--- config.mk ---
export PLATFORM = sky130hd
export DESIGN_NAME = spram_access_arbiter
export DESIGN_NICKNAME = d
export VERILOG_FILES = /design/src/rtl/spram_access_arbiter.sv
export SDC_FILE = /design/constraint.sdc
export NUM_CORES = 1
export LEC_CHECK = 0
export ABC_CLOCK_PERIOD_IN_PS = 3230
export CAP_MARGIN = 10
export CELL_PAD_IN_SITES_DETAIL_PLACEMENT = 0
export CELL_PAD_IN_SITES_GLOBAL_PLACEMENT = 2
export CORE_MARGIN = 1
export CORE_UTILIZATION = 21
export DETAILED_ROUTE_END_ITERATION = 12
export PLACE_DENSITY_LB_ADDON = 0.1
export SYNTH_ARGS = -nofsm -noshare
export SYNTH_HDL_FRONTEND = slang
export SYNTH_SLANG_ARGS = --single-unit
--- constraint.sdc ---
create_clock -name clk -period 3.23 [get_ports clk]
set_input_delay 0.4845 -clock clk [delete_from_list [all_inputs] [get_ports clk]]
set_output_delay 0.4845 -clock clk [all_outputs]
set_load 0.005 [all_outputs]
--- src/rtl/spram_access_arbiter.sv ---
// Single-port RAM front end: merges write and read-request streams into one access per clock.
// Optional SPRAM_ARB_STARVE_GUARD_EN forces one read after STARVE_LIMIT consecutive write grants.
module spram_access_arbiter #(
  parameter int unsigned ADDR_WIDTH   = 14,
  parameter int unsigned DATA_WIDTH   = 16,
  parameter int unsigned MASK_WIDTH   = 4,
  parameter int unsigned STARVE_LIMIT = 8
) (
  input  logic                  clk,
  input  logic                  reset,
  input  logic                  s_wr_valid,
  output logic                  s_wr_ready,
  input  logic [ADDR_WIDTH-1:0] s_wr_addr,
  input  logic [DATA_WIDTH-1:0] s_wr_data,
  input  logic [MASK_WIDTH-1:0] s_wr_mask,
  input  logic                  s_rd_valid,
  output logic                  s_rd_ready,
  input  logic [ADDR_WIDTH-1:0] s_rd_addr,
  output logic                  m_rd_valid,
  input  logic                  m_rd_ready,
  output logic [DATA_WIDTH-1:0] m_rd_data,
  output logic [DATA_WIDTH-1:0] ram_writeData,
  output logic                  ram_writeCs,
  output logic                  ram_write,
  output logic [ADDR_WIDTH-1:0] ram_writeAddr,
  output logic [MASK_WIDTH-1:0] ram_writeMask,
  output logic                  ram_readCs,
  output logic [ADDR_WIDTH-1:0] ram_readAddr,
  input  logic [DATA_WIDTH-1:0] ram_readData
);

  logic                  force_rd;
  logic                  credit_ok;
  logic                  grant_w;
  logic                  grant_r;
  logic                  push;
  logic                  pop;
  logic [2:0]            used;
  logic                  inflight_q;
  logic [1:0]            count_q;
  logic                  wptr_q;
  logic                  rptr_q;
  logic [DATA_WIDTH-1:0] buf_q [2];

  assign m_rd_valid = (count_q != 2'd0);
  assign m_rd_data  = buf_q[rptr_q];
  assign pop        = m_rd_valid && m_rd_ready;
  assign push       = inflight_q;

  // A read slot is free if in-flight plus buffered words, less this cycle's pop, stays below 2.
  always_comb begin
    used      = 3'(inflight_q) + 3'(count_q);
    credit_ok = used < (3'd2 + 3'(pop));
  end

  // Reset gates every grant so nothing reaches the RAM while it is asserted.
  assign grant_w    = reset && s_wr_valid && !force_rd;
  assign grant_r    = reset && s_rd_valid && credit_ok && !grant_w;
  assign s_wr_ready = grant_w;
  assign s_rd_ready = reset && credit_ok && !grant_w;

  assign ram_writeCs   = grant_w;
  assign ram_write     = grant_w;
  assign ram_writeMask = grant_w ? s_wr_mask : '0;
  assign ram_writeData = s_wr_data;
  assign ram_writeAddr = s_wr_addr;
  assign ram_readCs    = grant_r;
  assign ram_readAddr  = s_rd_addr;

  always_ff @(posedge clk) begin
    if (!reset) begin
      inflight_q <= 1'b0;
      count_q    <= 2'd0;
      wptr_q     <= 1'b0;
      rptr_q     <= 1'b0;
    end else begin
      inflight_q <= grant_r;
      if (push) wptr_q <= ~wptr_q;
      if (pop)  rptr_q <= ~rptr_q;
      count_q <= count_q + 2'(push) - 2'(pop);
    end
  end

  always_ff @(posedge clk) begin
    if (reset && push) buf_q[wptr_q] <= ram_readData;
  end

`ifdef SPRAM_ARB_STARVE_GUARD_EN
  localparam int unsigned CntW = $clog2(STARVE_LIMIT + 1);

  logic            rd_waiting;
  logic [CntW-1:0] starve_q;

  assign rd_waiting = s_rd_valid && credit_ok;
  assign force_rd   = rd_waiting && (starve_q == CntW'(STARVE_LIMIT));

  always_ff @(posedge clk) begin
    if (!reset) begin
      starve_q <= '0;
    end else if (grant_r || !rd_waiting) begin
      starve_q <= '0;
    end else if (grant_w) begin
      starve_q <= starve_q + 1'b1;
    end
  end
`else
  logic unused_starve_limit;
  assign unused_starve_limit = ^STARVE_LIMIT;
  assign force_rd            = 1'b0;
`endif

endmodule

==> impl_metrics.xml <==
<?xml version="1.0" encoding="UTF-8"?>
<metrics>
  <group name="synthesis">
    <metric name="post_synth.cell_area_avg" unit="um2">14.2</metric>
    <metric name="synth_seq_cells" unit="">38</metric>
    <metric name="netlist-cell-type-count" unit="">20</metric>
    <metric name="netlist_area" unit="um2">1900</metric>
    <metric name="ys_warn_count" unit="">0</metric>
    <metric name="synthesis.instances" unit="">134</metric>
    <metric name="ys_seq_area_frac" unit="">0.570</metric>
    <metric name="synth.net_count" unit="">207</metric>
  </group>
  <group name="outcome">
    <metric name="run_status" unit="">completed</metric>
  </group>
  <group name="setup_path">
    <metric name="slowest_stage" unit="">clkdlybuf4s50_1</metric>
    <metric name="worstSetupEndpointType" unit="">output port</metric>
    <metric name="critical_path.reg2reg.endpoint" unit="">count_q[1]</metric>
    <metric name="crit_fanout" unit="">13</metric>
    <metric name="timing.critical_path.mode_cell" unit="">clkdlybuf4s50_1</metric>
    <metric name="arrival_time_at_the_worst_endpoint" unit="ps">2150</metric>
    <metric name="worst_setup_path_startpoint" unit="">reset</metric>
    <metric name="register_to_register_setup_slack" unit="ps">1590</metric>
    <metric name="slowest_delay" unit="ps">670</metric>
    <metric name="setup.worst_path.class" unit="">input pin to output port</metric>
    <metric name="crit_chain" unit="">clkdlybuf4s50_1 -&gt; nor3b_1 -&gt; and3_1 -&gt; clkdlybuf4s50_1</metric>
    <metric name="reg2regPathDepth" unit="">8</metric>
    <metric name="worstPathRequired" unit="ps">2750</metric>
    <metric name="r2r_start" unit="">count_q[0]</metric>
    <metric name="critical_path.startpoint_type" unit="">input pin</metric>
  </group>
  <group name="die">
    <metric name="initial_utilization" unit="">0.218</metric>
    <metric name="floorplan.rows" unit="">34</metric>
    <metric name="floorplan.die_area" unit="um2">9420</metric>
    <metric name="floorplan.io_pins" unit="">139</metric>
    <metric name="die-height" unit="um">97.1</metric>
    <metric name="floorplan.die.width" unit="um">97.1</metric>
    <metric name="core_area" unit="um2">8720</metric>
  </group>
  <group name="worst_hold_path">
    <metric name="timing.hold.worst_path_depth" unit="">2</metric>
    <metric name="hold_path_end" unit="">rptr_q</metric>
    <metric name="startpoint_of_the_lowest_slack_hold_path" unit="">rptr_q</metric>
    <metric name="hold_path_class" unit="">register to register</metric>
  </group>
  <group name="finish">
    <metric name="num-fill-cells" unit="">895</metric>
    <metric name="utilization" unit="">0.260</metric>
    <metric name="layout-drive-gt1-share" unit="">0.199</metric>
    <metric name="postLayoutCellArea" unit="um2">2260</metric>
    <metric name="num_antenna_cells" unit="">0</metric>
    <metric name="fin_nets" unit="">218</metric>
    <metric name="area.growth.synth_to_final" unit="%">19.2</metric>
    <metric name="sequential_standard_cell_area" unit="um2">1080</metric>
    <metric name="multi_input_comb_area" unit="um2">428</metric>
  </group>
  <group name="sta">
    <metric name="period_share" unit="">0.817</metric>
    <metric name="finalSetupViolations" unit="">0</metric>
    <metric name="achievable-frequency" unit="GHz">0.379</metric>
    <metric name="final.setup_skew" unit="ps">4.61</metric>
    <metric name="report.final.hold_viol_count" unit="">0</metric>
    <metric name="timing.max_slew.rel_slack" unit="">0.650</metric>
    <metric name="tightestPinTransition" unit="ps">524</metric>
    <metric name="grt_setup_unrepaired" unit="">false</metric>
    <metric name="post-route-min-period" unit="ps">2640</metric>
    <metric name="worst_hold_slack" unit="ps">600</metric>
    <metric name="fin_setup_tns" unit="ps">0</metric>
    <metric name="report.final.slew_viol_count" unit="">0</metric>
  </group>
  <group name="routing">
    <metric name="drt-total-wl" unit="um">3460</metric>
    <metric name="routed-via-count" unit="">923</metric>
    <metric name="drt-initial-drc-count" unit="">25</metric>
    <metric name="detailedRoute.firstPassIterationCount" unit="">4</metric>
    <metric name="drc_errors" unit="">0</metric>
    <metric name="drt.antenna.violating_nets" unit="">0</metric>
    <metric name="vias_per_cell" unit="">3.63</metric>
    <metric name="wire_per_inst" unit="um">13.6</metric>
  </group>
  <group name="run">
    <metric name="maxCapViolCount" unit="">0</metric>
  </group>
  <group name="clock_network">
    <metric name="clkLatencyLatePin" unit="ps">280</metric>
    <metric name="clkSlewWorstSetupHoldPaths" unit="ps">70</metric>
    <metric name="cts-buffers-inserted" unit="">5</metric>
    <metric name="clock-root-buffer" unit="">clkbuf_8</metric>
    <metric name="holdBufCountCts" unit="">0</metric>
    <metric name="tritoncts_num_sinks" unit="">38</metric>
    <metric name="cts_max_path_buffers" unit="">2</metric>
    <metric name="ctsResizeCount" unit="">0</metric>
    <metric name="htreeDepth" unit="">2</metric>
    <metric name="post_cts.repair.setup_buffers" unit="">0</metric>
    <metric name="tritoncts" unit="">built</metric>
  </group>
  <group name="power_and_ir_drop">
    <metric name="totalPowerFinal" unit="mW">1.20</metric>
    <metric name="max_rail_drop_vdd" unit="V">0.000190</metric>
    <metric name="power-per-cell-area" unit="nW/um2">531</metric>
    <metric name="cell_leakage_power" unit="nW">0.823</metric>
  </group>
  <group name="placement">
    <metric name="placed_area" unit="um2">2180</metric>
    <metric name="dp_hpwl" unit="um">2560</metric>
    <metric name="place.port_buffers" unit="">50</metric>
    <metric name="place.gp.congestion" unit="">0.649</metric>
  </group>
  <group name="global_route">
    <metric name="grt_pass1_vias" unit="">1012</metric>
    <metric name="grt_pass1_wl" unit="um">5380</metric>
    <metric name="gr-total-overflow" unit="">0</metric>
    <metric name="grt_start_max_net_pins" unit="">14</metric>
    <metric name="initial_antenna_violation_count" unit="">0</metric>
    <metric name="global_route.usage.total" unit="">0.0733</metric>
  </group>
</metrics>
final cells by class:
type,count,share of cell area
inverter,3,0.00498
timing repair buffer,53,0.231
tap,108,0.0597
clock buffer,5,0.0304
sequential,38,0.478
clock inverter,3,0.00719
multi-input combinational,44,0.189
power breakdown:
group / leakage (nW) / total [mW] / switching (mW) / internal, mW
sequential: 0.338 / 0.593 / 0.0346 / 0.558
clock: 0.0416 / 0.304 / 0.156 / 0.148
combinational: 0.444 / 0.305 / 0.0965 / 0.209
cell usage in the layout, fill, tap and decap left out, types with 3 or more instances in the layout:
cell / n
mux2_2: 6
clkdlybuf4s50_1: 50
ha_1: 4
edfxtp_1: 32
and2_1: 7
clkbuf_8: 5
buf_4: 3
dfxtp_1: 6
and3_1: 7
inv_1: 3
mux2_4: 10
xnor2_1: 3
worst max-delay path, delay by kind of cell:
| kind | cells | cell delay [ps] |
|---|---|---|
| simple gates | 2 | 500 |
| buf+inv | 2 | 1170 |
cell families after synthesis:
logic type	after synthesis	share of synthesized area
muxes	16	0.115
buffers and inverters	52	0.206
AOI/OAI and AO/OA	2	0.00725
DFF	38	0.570
xor gates and xnor gates	4	0.0185
and+or+nand+nor	18	0.0573
adders and majority gates	4	0.0264
cells in the mapped netlist:
| library cell | instances | area [um2] |
|---|---|---|
| buf_4 | 46 | 345 |
| edfxtp_1 | 32 | 961 |
| mux2_4 | 10 | 150 |
| and2_1 | 7 | 43.8 |
| and3_1 | 7 | 43.8 |
| dfxtp_1 | 6 | 120 |
| mux2_2 | 6 | 67.6 |
| ha_1 | 4 | 50.1 |
| inv_1 | 3 | 11.3 |
| xnor2_1 | 3 | 26.3 |
| buf_12 | 1 | 20.0 |
| buf_6 | 1 | 11.3 |
| clkbuf_1 | 1 | 3.75 |
| nand2_1 | 1 | 3.75 |
| nor2_1 | 1 | 3.75 |
| nor3b_1 | 1 | 7.51 |
| o21ai_0 | 1 | 5.00 |
| o21ai_2 | 1 | 8.76 |
| or2_2 | 1 | 6.26 |
| xor2_1 | 1 | 8.76 |
stage by stage:
stage               setup slack [ps]  std cells
floorplan                       1400        134
global placement                 602        246
detailed placement               577        246
CTS                              571        254
global route                     499        254
finish                           592        254
flip-flops by register name (all words and copies together) (netlist names), named ones only:
name and count:
wptr_q 1, count_q 2, inflight_q 1, buf_q 32, rptr_q 1
how the worst max path moves through the flow:
stage	slack, ps	to
final	590	ram_readCs
after global routing	500	ram_readCs
after CTS	570	ram_readCs
after detailed placement	580	ram_readCs
after global placement	600	ram_readCs
after floorplan	1400	buf_q[0][0]
metal layers:
metal | part of all wire | GRT usage
met1 | 0.42 | 0.0831
met2 | 0.47 | 0.116
met3 | 0.095 | 0.0410
met4 | 0.011 | 0.0253
met5 | 0 | 0
(Power assumes the default switching activity.)
